===== src/rtl/tennis_speed_pkg.sv =====
// tennis_speed_pkg: shared types and widths for the ball speed scheduler.
package tennis_speed_pkg;
  localparam int DIV_W = 27;
  localparam logic [3:0] LEVEL_MAX = 4'd15;
  typedef enum logic [1:0] {IDLE = 2'd0, RALLY = 2'd1, PAUSE = 2'd2} state_t;
endpackage


===== src/rtl/rise_detect.sv =====
// rise_detect: registered rising-edge detector with async active-high reset.
module rise_detect (
  input  logic clk_in,
  input  logic rst,
  input  logic d,
  output logic rise
);
  logic prev;
  always_ff @(posedge clk_in or posedge rst)
    if (rst) prev <= 1'b0;
    else prev <= d;
  assign rise = d & ~prev;
endmodule


===== src/rtl/ball_speed_scheduler.sv =====
// ball_speed_scheduler: sequences serve/rally/pause and reprograms the clock divider on safe edges.
// SPEED_RAMP_EN: when defined, the divider period shrinks with speed_level; otherwise it stays at BASE_TOGGLE.
module ball_speed_scheduler
  import tennis_speed_pkg::*;
#(
  parameter logic [DIV_W-1:0] BASE_TOGGLE = 27'd2_500_000,
  parameter logic [DIV_W-1:0] STEP        = 27'd200_000,
  parameter logic [DIV_W-1:0] MIN_TOGGLE  = 27'd500_000,
  parameter logic [7:0]       PAUSE_TICKS = 8'd50
) (
  input  logic             clk_in,
  input  logic             rst,
  input  logic             serve_req,
  input  logic             hit,
  input  logic             point,
  input  logic             divided_clk,
  output logic [DIV_W-1:0] toggle_value,
  output logic             div_rst,
  output logic [3:0]       speed_level,
  output logic [1:0]       state,
  output logic             busy
);
  state_t st;
  logic [7:0] ticks;
  logic rise;
  logic [DIV_W-1:0] target;
  rise_detect u_rise (.clk_in(clk_in), .rst(rst), .d(divided_clk), .rise(rise));
`ifdef SPEED_RAMP_EN
  // Signed so a large level underflows below the floor instead of wrapping.
  logic signed [31:0] raw;
  assign raw = $signed({5'd0, BASE_TOGGLE}) - $signed({28'd0, speed_level}) * $signed({5'd0, STEP});
  assign target = (raw < $signed({5'd0, MIN_TOGGLE})) ? MIN_TOGGLE : raw[DIV_W-1:0];
`else
  assign target = BASE_TOGGLE;
`endif
  always_ff @(posedge clk_in or posedge rst)
    if (rst) begin
      st           <= IDLE;
      toggle_value <= BASE_TOGGLE;
      div_rst      <= 1'b1;
      speed_level  <= '0;
      ticks        <= '0;
      busy         <= 1'b0;
    end else begin
      if (rise) toggle_value <= target;
      case (st)
        IDLE:
          if (serve_req) begin
            st      <= RALLY;
            div_rst <= 1'b0;
            busy    <= 1'b1;
          end
        RALLY:
          if (point) begin
            st          <= PAUSE;
            speed_level <= '0;
          end else if (hit && speed_level != LEVEL_MAX) speed_level <= speed_level + 4'd1;
        PAUSE:
          // Divider is held in reset on IDLE entry, so the base value can land at once.
          if (ticks == PAUSE_TICKS) begin
            st           <= IDLE;
            ticks        <= '0;
            div_rst      <= 1'b1;
            busy         <= 1'b0;
            toggle_value <= BASE_TOGGLE;
          end else if (rise) ticks <= ticks + 8'd1;
        default: begin
          st      <= IDLE;
          div_rst <= 1'b1;
          busy    <= 1'b0;
        end
      endcase
    end
  assign state = st;
endmodule

===== config.mk =====
export PLATFORM = sky130hd
export DESIGN_NAME = ball_speed_scheduler
export DESIGN_NICKNAME = d
export VERILOG_FILES = /design/src/rtl/tennis_speed_pkg.sv /design/src/rtl/rise_detect.sv /design/src/rtl/ball_speed_scheduler.sv
export SDC_FILE = /design/constraint.sdc
export NUM_CORES = 1
export LEC_CHECK = 0
export BUFFER_PORTS_ARGS = -buffer_cell sky130_fd_sc_hd__buf_2
export CAP_MARGIN = 20
export CORE_ASPECT_RATIO = 0.5
export CORE_MARGIN = 4
export CORE_UTILIZATION = 52
export CTS_CLUSTER_SIZE = 24
export DETAILED_ROUTE_END_ITERATION = 12
export GPL_ROUTABILITY_DRIVEN = 0
export MAX_ROUTING_LAYER = met4
export PLACE_DENSITY_LB_ADDON = 0.08
export SLEW_MARGIN = 20
export SYNTH_ARGS = -nofsm -noshare
export SYNTH_HDL_FRONTEND = slang
export SYNTH_SLANG_ARGS = --single-unit

===== constraint.sdc =====
create_clock -name clk_in -period 1.8 [get_ports clk_in]
set_input_delay 0 -clock clk_in [delete_from_list [all_inputs] [get_ports clk_in]]
set_output_delay 0 -clock clk_in [all_outputs]
set_load 0.05 [all_outputs]

==> results.py, run 1 <==
metrics = {
    "routing": {
        "drt-wirelength-per-cell_um": 12.9,
        "routed_via_density": 5.00,
        "wirelength_um": 3160,
        "firstDrtPassIters": 4,
        "route.detailed.drc": 0,
        "wl_met1_um": 1620,
        "highest_layer": "met4",
        "route.met2.wl_um": 1230,
        "drtAntennaViolNets": 0,
        "vias": 1231,
        "drt-initial-drc-count": 33,
        "wl_met3_um": 260,
    },
    "layout": {
        "finalNetCount": 206,
        "area_growth_pct": 21.8,
        "final_cell_mix": "buf_2 (40), dfrtp_1 (35), and2_4 (19)",
        "final_cells": 246,
        "final_common_cell": "buf_2",
        "num_antenna_cells": 0,
        "final_layout_size_suffix_gt1_share_pct": 42.4,
    },
    "synthesis": {
        "synthAdderAreaFrac_pct": 2.07,
        "synth_nets": 154,
        "synth_top_family_by_area": "simple AND/OR/NAND/NOR gates",
        "synth-compound-area-share_pct": 7.10,
        "synth-xor-area-share_pct": 1.45,
        "synth-seq-cells": 44,
        "synthSimpleGateAreaFrac_pct": 23.5,
        "syn_area_um2": 1820,
        "postSynthAreaPerCell_um2": 12.5,
        "synthCells": 145,
        "ys_seq_area_share_pct": 61.3,
        "synth_cell_types": 37,
        "muxShareOfSynthArea_pct": 1.10,
        "yosys_warnings": 0,
    },
    "cts": {
        "cts_root_buffer": "clkbuf_8",
        "cts_setup_buffers": 0,
        "h-tree-depth": 2,
        "cts_tree": "done",
        "cts_buffer_depth": 2,
        "path_clk_slew_ns": 0.08,
        "clk_latency_ns": 0.29,
        "clock_sinks": 44,
        "numCtsBuffers": 5,
    },
    "global_route": {
        "antenna_found_initial": 0,
        "grt_max_degree": 45,
        "grt_pass1_wl_um": 5180,
        "grt_usage_pct": 15.1,
        "grt-ovfl-total": 0,
        "grt_pass1_vias": 1111,
    },
    "sta": {
        "holdWs_ns": 0.0272,
        "finalHoldViolations": 0,
        "finalSetupViolCount": 0,
        "rsz0062_at_grt": "false",
        "fmax_mhz": 605,
        "finalCritPeriodShare_pct": 91.8,
        "skew_ns": 0.00381,
        "slew_headroom_pct": 61.4,
        "fin_crit_ns": 1.65,
        "finalSetupTns_ns": 0,
        "slew_viol_final": 0,
        "worst_pin_slew_ns": 0.579,
    },
    "min_path": {
        "hold_start": "hit",
        "hold_end": "speed_level[2]",
        "hold_path_depth": 3,
        "hp-class": "input pin to register",
    },
    "job": {
        "max-cap-violations": 0,
    },
    "power_and_ir_drop": {
        "ir_drop_v": 0.000827,
        "power_density_nw_per_um2": 1140,
        "p_leak_nw": 1.13,
    },
    "floorplanning": {
        "die_h_um": 49.8,
        "dieArea_um2": 4560,
        "initial_core_util_pct": 57.3,
        "rows": 14,
        "coreArea_um2": 3170,
        "die_w_um": 91.6,
        "ios": 41,
    },
    "setup_path": {
        "critPathKind": "register to register",
        "required_ns": 1.99,
        "start_kind": "register",
        "reg2regPathDepth": 4,
        "rrSetupSlack_ns": 0.15,
        "cp-end-kind": "register",
        "crit_fanout": 13,
        "r2r_start": "ticks[2]",
        "arrival_ns": 1.84,
        "rr_endpoint": "toggle_value[23]",
    },
    "run_status": {
        "status": "completed",
    },
    "placement": {
        "hpwl_um": 2100,
        "portBuffers": 40,
        "dp_cells": 233,
    },
}
[power by group]
group | internal (mW) | leakage, nW | total [mW] | switching (mW)
Clock | 0.310 | 0.0434 | 0.641 | 0.331
Sequential | 1.09 | 0.561 | 1.20 | 0.112
Combinational | 0.222 | 0.526 | 0.684 | 0.462
[per-stage QoR]
| stage | util (%) | setup WS, ns | instance area, um2 | power [mW] |
|---|---|---|---|---|
| after floorplan | - | 0.128 | 1820 | 1.71 |
| after global placement | 65.1 | 0.0969 | 2060 | 1.88 |
| after detailed placement | 65.1 | 0.0544 | 2060 | 1.90 |
| after CTS | 69.5 | 0.0435 | 2200 | 2.55 |
| after global routing | 69.8 | 0.0374 | 2210 | 2.68 |
| final | 69.8 | 0.148 | 2210 | 2.53 |
[state kept, by name, summed over array words and instances (netlist names)]
name / count
busy: 1
div_rst: 1
speed_level: 4
state: 2
ticks: 8
toggle_value: 27
u_rise.prev: 1
[worst max-delay path, cell delays in order, from the launching register on]
cell and delay, ns:
dfrtp_1 0.44, nor4_1 0.37, and3_2 0.35, a21oi_2 0.19
and2_4 0.21
[synth_stat cells (all sizes together)]
library cell   n  share of area (%)
o31ai          1               0.41
and4bb         1               0.69
and2b          3                1.3
a21oi          5                2.0
nor2b          1               0.34
ha             3                2.1
dfstp          9                 13
and3           1               0.34
and2          21                9.9
nand4          1               0.34
a21o           1               0.41
xor2           1               0.48
nor4           1               0.34
o22ai          2               0.69
nor2           2               0.41
dfrtp         35                 48
or2            1               0.34
nand3          6                1.7
o22a           1               0.48
and4           2               0.97
o2bb2ai        2               0.97
nor3           4                1.1
a21boi         1               0.41
nand4b         1               0.48
nand2b         9                3.1
o21ai          2               0.55
or3            1               0.34
buf            3                1.9
xnor2          2               0.97
a31oi          2               0.69
inv            8                1.7
mux2i          2                1.1
nand2          9                1.9
a211o          1               0.48
[repair_timing]
item | 4_1_cts | 5_1_grt
hold buffers | 4 | 0
endpoints found under the setup margin | 0 | 23
hold endpoints to repair | 40 | 0
resized for setup | 0 | 1
[worst max-delay path by stage]
stage / slack [ns] / start / end
after global placement: 0.1 / ticks[2] / toggle_value[0]
after detailed placement: 0.05 / ticks[0] / toggle_value[4]
final: 0.15 / ticks[2] / toggle_value[23]
after global routing: 0.04 / ticks[2] / toggle_value[2]
after floorplan: 0.13 / speed_level[0] / speed_level[3]
after CTS: 0.04 / ticks[0] / toggle_value[4]
[logic make-up after synthesis]
| logic type | after synthesis |
|---|---|
| compound gates | 18 |
| xor+xnor | 3 |
| fa+ha+maj | 3 |
| buf+inv | 11 |
| flops | 44 |
| mux | 2 |
| simple gates | 64 |
[cell type report]
type / count / area [um2]
fill: 243 / 958
tap: 48 / 60.1
sequential: 44 / 1110
inverter: 8 / 30.0
clock inverter: 2 / 15.0
clock buffer: 6 / 82.6
timing repair buffer: 47 / 263
multi-input combinational: 91 / 649
[layer usage]
| layer | track usage, % | up-vias |
|---|---|---|
| li1 | - | 592 |
| met4 | 6.75 | 0 |
| met2 | 21.2 | 48 |
| met5 | - | - |
| met3 | 4.86 | 4 |
| met1 | 20.1 | 587 |
(Power assumes the default switching activity.)
==> run 2, diff against run 1 <==
--- a/config.mk
+++ b/config.mk
@@ -9,7 +9,7 @@
 export CAP_MARGIN = 20
 export CORE_ASPECT_RATIO = 0.5
 export CORE_MARGIN = 4
-export CORE_UTILIZATION = 52
+export CORE_UTILIZATION = 56
 export CTS_CLUSTER_SIZE = 24
 export DETAILED_ROUTE_END_ITERATION = 12
 export GPL_ROUTABILITY_DRIVEN = 0
@@ -19,3 +19,4 @@
 export SYNTH_ARGS = -nofsm -noshare
 export SYNTH_HDL_FRONTEND = slang
 export SYNTH_SLANG_ARGS = --single-unit
+export TNS_END_PERCENT = 30
==> constraint.sdc (replaced) <==
create_clock -name clk_in -period 1.9 [get_ports clk_in]
set_input_delay 0 -clock clk_in [delete_from_list [all_inputs] [get_ports clk_in]]
set_output_delay 0 -clock clk_in [all_outputs]
set_load 0.05 [all_outputs]
==> run 2 against run 1 <==
Net effect:
- register-to-register slack got worse by 0.02 ns
- clock-buffer cell count decreased by 1
- non-clock buffer count decreased by 2
- utilization increased by 2.8 points
- worst hold slack improved by 0.020 ns
- die area decreased by 6.3%
- via count decreased by 3.1%
- global-route usage increased by 2.4 points
- first-iteration DRC count decreased by 3.0%
- largest power group unchanged
- combinational power decreased by 13%
- sequential share of layout area unchanged
==> results.py, run 2 (same netlist as run 1, synthesis figures left out) <==
metrics = {
    "floorplanning": {
        "coreArea_um2": 3050,
        "dieArea_um2": 4270,
        "rows": 14,
        "die_w_um": 88.5,
        "ios": 41,
        "initial_core_util_pct": 59.6,
        "die_h_um": 48.3,
    },
    "global_route": {
        "grt_pass1_wl_um": 5230,
        "grt.busiest_layer": "met2",
        "grt-ovfl-total": 0,
        "use_met1_pct": 23.3,
        "globalRouteMet3Util_pct": 7.59,
        "grt_usage_pct": 17.5,
        "grt_max_degree": 45,
        "antenna_found_initial": 0,
        "grt_pass1_vias": 1131,
        "grtUsageMet2_pct": 24.7,
    },
    "placement": {
        "portBuffers": 40,
        "hpwl_um": 2070,
    },
    "cts": {
        "cts_setup_buffers": 0,
        "numCtsBuffers": 5,
        "clk_latency_ns": 0.30,
        "h-tree-depth": 2,
        "cts_tree": "done",
        "cts_root_buffer": "clkbuf_8",
        "path_clk_slew_ns": 0.08,
        "clock_sinks": 44,
        "cts_buffer_depth": 2,
    },
    "routing": {
        "vias": 1193,
        "route.detailed.drc": 0,
        "drt-initial-drc-count": 32,
        "drtAntennaViolNets": 0,
        "routed_via_density": 5.06,
        "firstDrtPassIters": 5,
        "drt-wirelength-per-cell_um": 13.7,
        "wirelength_um": 3230,
    },
    "setup_path": {
        "arrival_ns": 1.96,
        "r2r_start": "ticks[2]",
        "crit_fanout": 14,
        "cp-end-kind": "register",
        "reg2regPathDepth": 4,
        "required_ns": 2.09,
        "start_kind": "register",
        "critPathKind": "register to register",
        "rrSetupSlack_ns": 0.13,
        "rr_endpoint": "toggle_value[22]",
    },
    "sta": {
        "slew_viol_final": 0,
        "rsz0062_at_grt": "false",
        "holdWs_ns": 0.0472,
        "worst_pin_slew_ns": 0.532,
        "slew_headroom_pct": 64.5,
        "finalSetupViolCount": 0,
        "finalCritPeriodShare_pct": 93.1,
        "skew_ns": 0.00673,
        "fin_crit_ns": 1.77,
        "fmax_mhz": 565,
        "finalSetupTns_ns": 0,
        "finalHoldViolations": 0,
    },
    "layout": {
        "final_cell_mix": "buf_2 (40), dfrtp_1 (35), and2_4 (19)",
        "final_common_cell": "buf_2",
        "largest_register": "toggle_value",
        "area_growth_pct": 21.8,
        "final_layout_size_suffix_gt1_share_pct": 41.3,
        "largest_register_ffs": 27,
        "largestRegisters": "toggle_value x27, ticks x8, speed_level x4",
        "num_antenna_cells": 0,
        "finalNetCount": 204,
    },
    "min_path": {
        "hold_path_depth": 3,
        "hold_end": "speed_level[2]",
        "hp-class": "input pin to register",
        "hold_start": "hit",
    },
    "power_and_ir_drop": {
        "ir_drop_v": 0.000854,
        "p_leak_nw": 1.14,
        "power_density_nw_per_um2": 1120,
    },
    "job": {
        "max-cap-violations": 0,
    },
    "run_status": {
        "status": "completed",
    },
}
[run 2: what timing repair did]
item | CTS | global route
endpoints found under the setup margin | 0 | 22
resized for setup | 0 | 1
endpoints found under the hold margin | 39 | 0
hold buffers | 4 | 0
[run 2: critical path, stage by stage (launching register included)]
cell     delay [ns]
dfrtp_1        0.44
nor4_1         0.37
and3_1         0.45
a21oi_4        0.20
and2_4         0.20
[run 2: how the worst max path moves through the flow]
stage | from | end | slack [ns] | depth (start not counted)
detailed placement | ticks[0] | toggle_value[4] | 0.08 | 5
floorplan | speed_level[0] | speed_level[3] | 0.23 | 5
finish | ticks[2] | toggle_value[22] | 0.13 | 4
CTS | ticks[0] | toggle_value[22] | 0.06 | 5
global placement | ticks[0] | toggle_value[26] | 0.14 | 5
global route | ticks[2] | toggle_value[2] | 0.03 | 4
[run 2: final cells by class]
class | instances | area (um2)
Sequential cell | 44 | 1110
Fill cell | 215 | 836
Multi-Input combinational cell | 91 | 656
Timing Repair Buffer | 45 | 248
Clock buffer | 5 | 68.8
Tap cell | 40 | 50.0
Clock inverter | 3 | 47.5
Inverter | 8 | 30.0
[run 2: metrics by stage]
step	utilization, %	power (mW)	setup WS, ns	instances	area (um2)
after floorplan	-	1.62	0.228	145	1820
after global placement	66.9	1.75	0.141	223	2040
after detailed placement	66.9	1.76	0.0849	223	2040
after CTS	72.0	2.51	0.0633	235	2200
after global routing	72.6	2.61	0.0264	236	2210
final	72.6	2.49	0.131	236	2210
[run 2: layer usage]
| metal | share of wire (%) | routed length (um) |
|---|---|---|
| met1 | 53 | 1720 |
| met2 | 40 | 1280 |
| met3 | 6.3 | 202 |
| met4 | 0.93 | 30 |
| met5 | 0 | 0 |
[run 2: where the power goes]
group	internal (mW)	switching, mW	leakage [nW]	total [mW]
Sequential	1.03	0.130	0.561	1.16
Clock	0.396	0.331	0.0583	0.727
Combinational	0.185	0.413	0.518	0.597
==> run 3, diff against run 2 <==
--- a/config.mk
+++ b/config.mk
@@ -7,7 +7,7 @@
 export LEC_CHECK = 0
 export BUFFER_PORTS_ARGS = -buffer_cell sky130_fd_sc_hd__buf_2
 export CAP_MARGIN = 20
-export CORE_ASPECT_RATIO = 0.5
+export CORE_ASPECT_RATIO = 0.8
 export CORE_MARGIN = 4
 export CORE_UTILIZATION = 56
 export CTS_CLUSTER_SIZE = 24
==> run 3 against run 2 <==
Net effect:
- register-to-register slack hardly changed
- largest power group unchanged
- setup slack worse by 0.0070 ns
- sequential cell count stayed put
- routed wire length is 6.8% higher
- critical path type unchanged
- clock-buffer cell count is 1 higher
==> results.py, run 3 (same netlist as run 1, synthesis figures left out) <==
metrics = {
    "sta": {
        "finalSetupViolCount": 0,
        "worst_pin_slew_ns": 0.648,
        "rsz0062_at_grt": "false",
        "fin_crit_ns": 1.78,
        "slew_viol_final": 0,
        "finalCritPeriodShare_pct": 93.5,
        "skew_ns": 0.00883,
        "fmax_mhz": 563,
        "finalHoldViolations": 0,
        "fin_ws_ns": 0.124,
        "finalSetupTns_ns": 0,
        "slew_headroom_pct": 56.8,
    },
    "setup_path": {
        "start_kind": "register",
        "cpMaxStageDelayCell": "a21oi_2",
        "slowest_delay_ns": 0.56,
        "required_ns": 2.13,
        "crit_fanout": 13,
        "arrival_ns": 2.01,
        "cp_cell_sequence": "ha_1, and3_2, a21oi_2, and2_4",
        "cp-end-kind": "register",
        "crit_family": "compound AO/OA/AOI/OAI gates",
        "critPathKind": "register to register",
        "critPathBufInv": 0,
    },
    "layout": {
        "largest_register": "toggle_value",
        "area_growth_pct": 20.6,
        "largest_register_ffs": 27,
        "largestRegisters": "toggle_value x27, ticks x8, speed_level x4",
        "fin_area_um2": 2190,
        "num_antenna_cells": 0,
        "final_layout_size_suffix_gt1_share_pct": 42.1,
        "final_common_cell": "buf_2",
        "finalNetCount": 205,
        "final_cell_mix": "buf_2 (40), dfrtp_1 (35), and2_4 (19)",
    },
    "cts": {
        "cts_setup_buffers": 0,
        "cts_tree": "done",
        "numCtsBuffers": 5,
        "h-tree-depth": 2,
        "cts_buffer_depth": 2,
        "path_clk_slew_ns": 0.08,
        "clock_sinks": 44,
        "cts_root_buffer": "clkbuf_8",
        "clk_latency_ns": 0.29,
    },
    "routing": {
        "vias": 1242,
        "wirelength_um": 3450,
        "drt-initial-drc-count": 96,
        "routed_via_density": 5.24,
        "firstDrtPassIters": 6,
        "drtAntennaViolNets": 0,
        "drt-wirelength-per-cell_um": 14.5,
        "route.detailed.drc": 0,
    },
    "global_route": {
        "antenna_found_initial": 0,
        "grt-ovfl-total": 0,
        "grt_usage_pct": 18.8,
        "grt_pass1_vias": 1269,
        "grt_max_degree": 45,
        "grt_pass1_wl_um": 5820,
    },
    "power_and_ir_drop": {
        "ir_drop_v": 0.000794,
        "p_leak_nw": 1.13,
        "power_density_nw_per_um2": 1090,
    },
    "placement": {
        "hpwl_um": 2360,
        "portBuffers": 40,
        "pre_cts_slack_ns": 0.114,
        "dpl-instance-area_um2": 2050,
    },
    "min_path": {
        "hp-class": "input pin to register",
    },
    "floorplanning": {
        "initial_core_util_pct": 58.4,
        "ios": 41,
        "die_w_um": 71.7,
        "die_h_um": 58.9,
        "rows": 18,
        "dieArea_um2": 4220,
        "coreArea_um2": 3110,
    },
    "job": {
        "max-cap-violations": 0,
    },
    "run_status": {
        "status": "completed",
    },
}
==> run 3: final timing paths <==
kind | start | endpoint | slack [ns] | cells past startpoint
worst max-delay path | ticks[1] | toggle_value[0] | 0.12 | 4
worst min-delay path | hit | speed_level[2] | 0.06 | 3
worst max register to register | ticks[1] | toggle_value[0] | 0.12 | 4
worst min register to register | ticks[7] | ticks[7] | 0.48 | 1
max in group asynchronous | rst | div_rst | 1.15 | 4
min in group asynchronous | rst | toggle_value[9] | 0.38 | 4
==> run 3: worst reg2reg max path: stages, from the launching register on <==
cell and delay, ns:
dfrtp_1 0.45, ha_1 0.23, and3_2 0.25, a21oi_2 0.56, and2_4 0.25
==> run 3: through the flow <==
step	total power [mW]	hold slack (ns)	instances	util, %
2_1_floorplan	1.62	0.0314	145	-
3_3_place_gp	1.75	0.151	224	65.9
3_5_place_dp	1.79	0.158	224	65.9
5_1_grt	2.53	0.0879	237	70.5
6_report	2.38	0.0567	237	70.5
4_1_cts	2.39	0.0449	236	70.1
==> run 3: area by class of cell <==
type	instances	area [um2]
Tap cell	40	50.0
Inverter	8	30.0
Sequential cell	44	1110
Timing Repair Buffer	46	255
Clock inverter	2	10.0
Clock buffer	6	82.6
Fill cell	239	918
Multi-Input combinational cell	91	649
==> run 3: repair_timing <==
| action | CTS | global route |
|---|---|---|
| endpoints found under the hold margin | 39 | 0 |
| resized for setup | 0 | 1 |
| setup endpoints to repair | 0 | 10 |
| hold buffers | 4 | 0 |
==> run 3: per-layer routing <==
metal	vias up	global-route usage [%]	wire length [um]
li1	594	-	-
met1	610	23.4	1570
met2	31	28.8	1670
met3	7	6.31	155
met4	0	6.97	50
met5	-	-	0
==> run 3: where the power goes <==
group | switching [mW] | internal (mW) | leakage, nW
logic | 0.436 | 0.199 | 0.521
clock network | 0.299 | 0.290 | 0.0510
registers | 0.121 | 1.03 | 0.561
total | 0.855 | 1.52 | 1.13
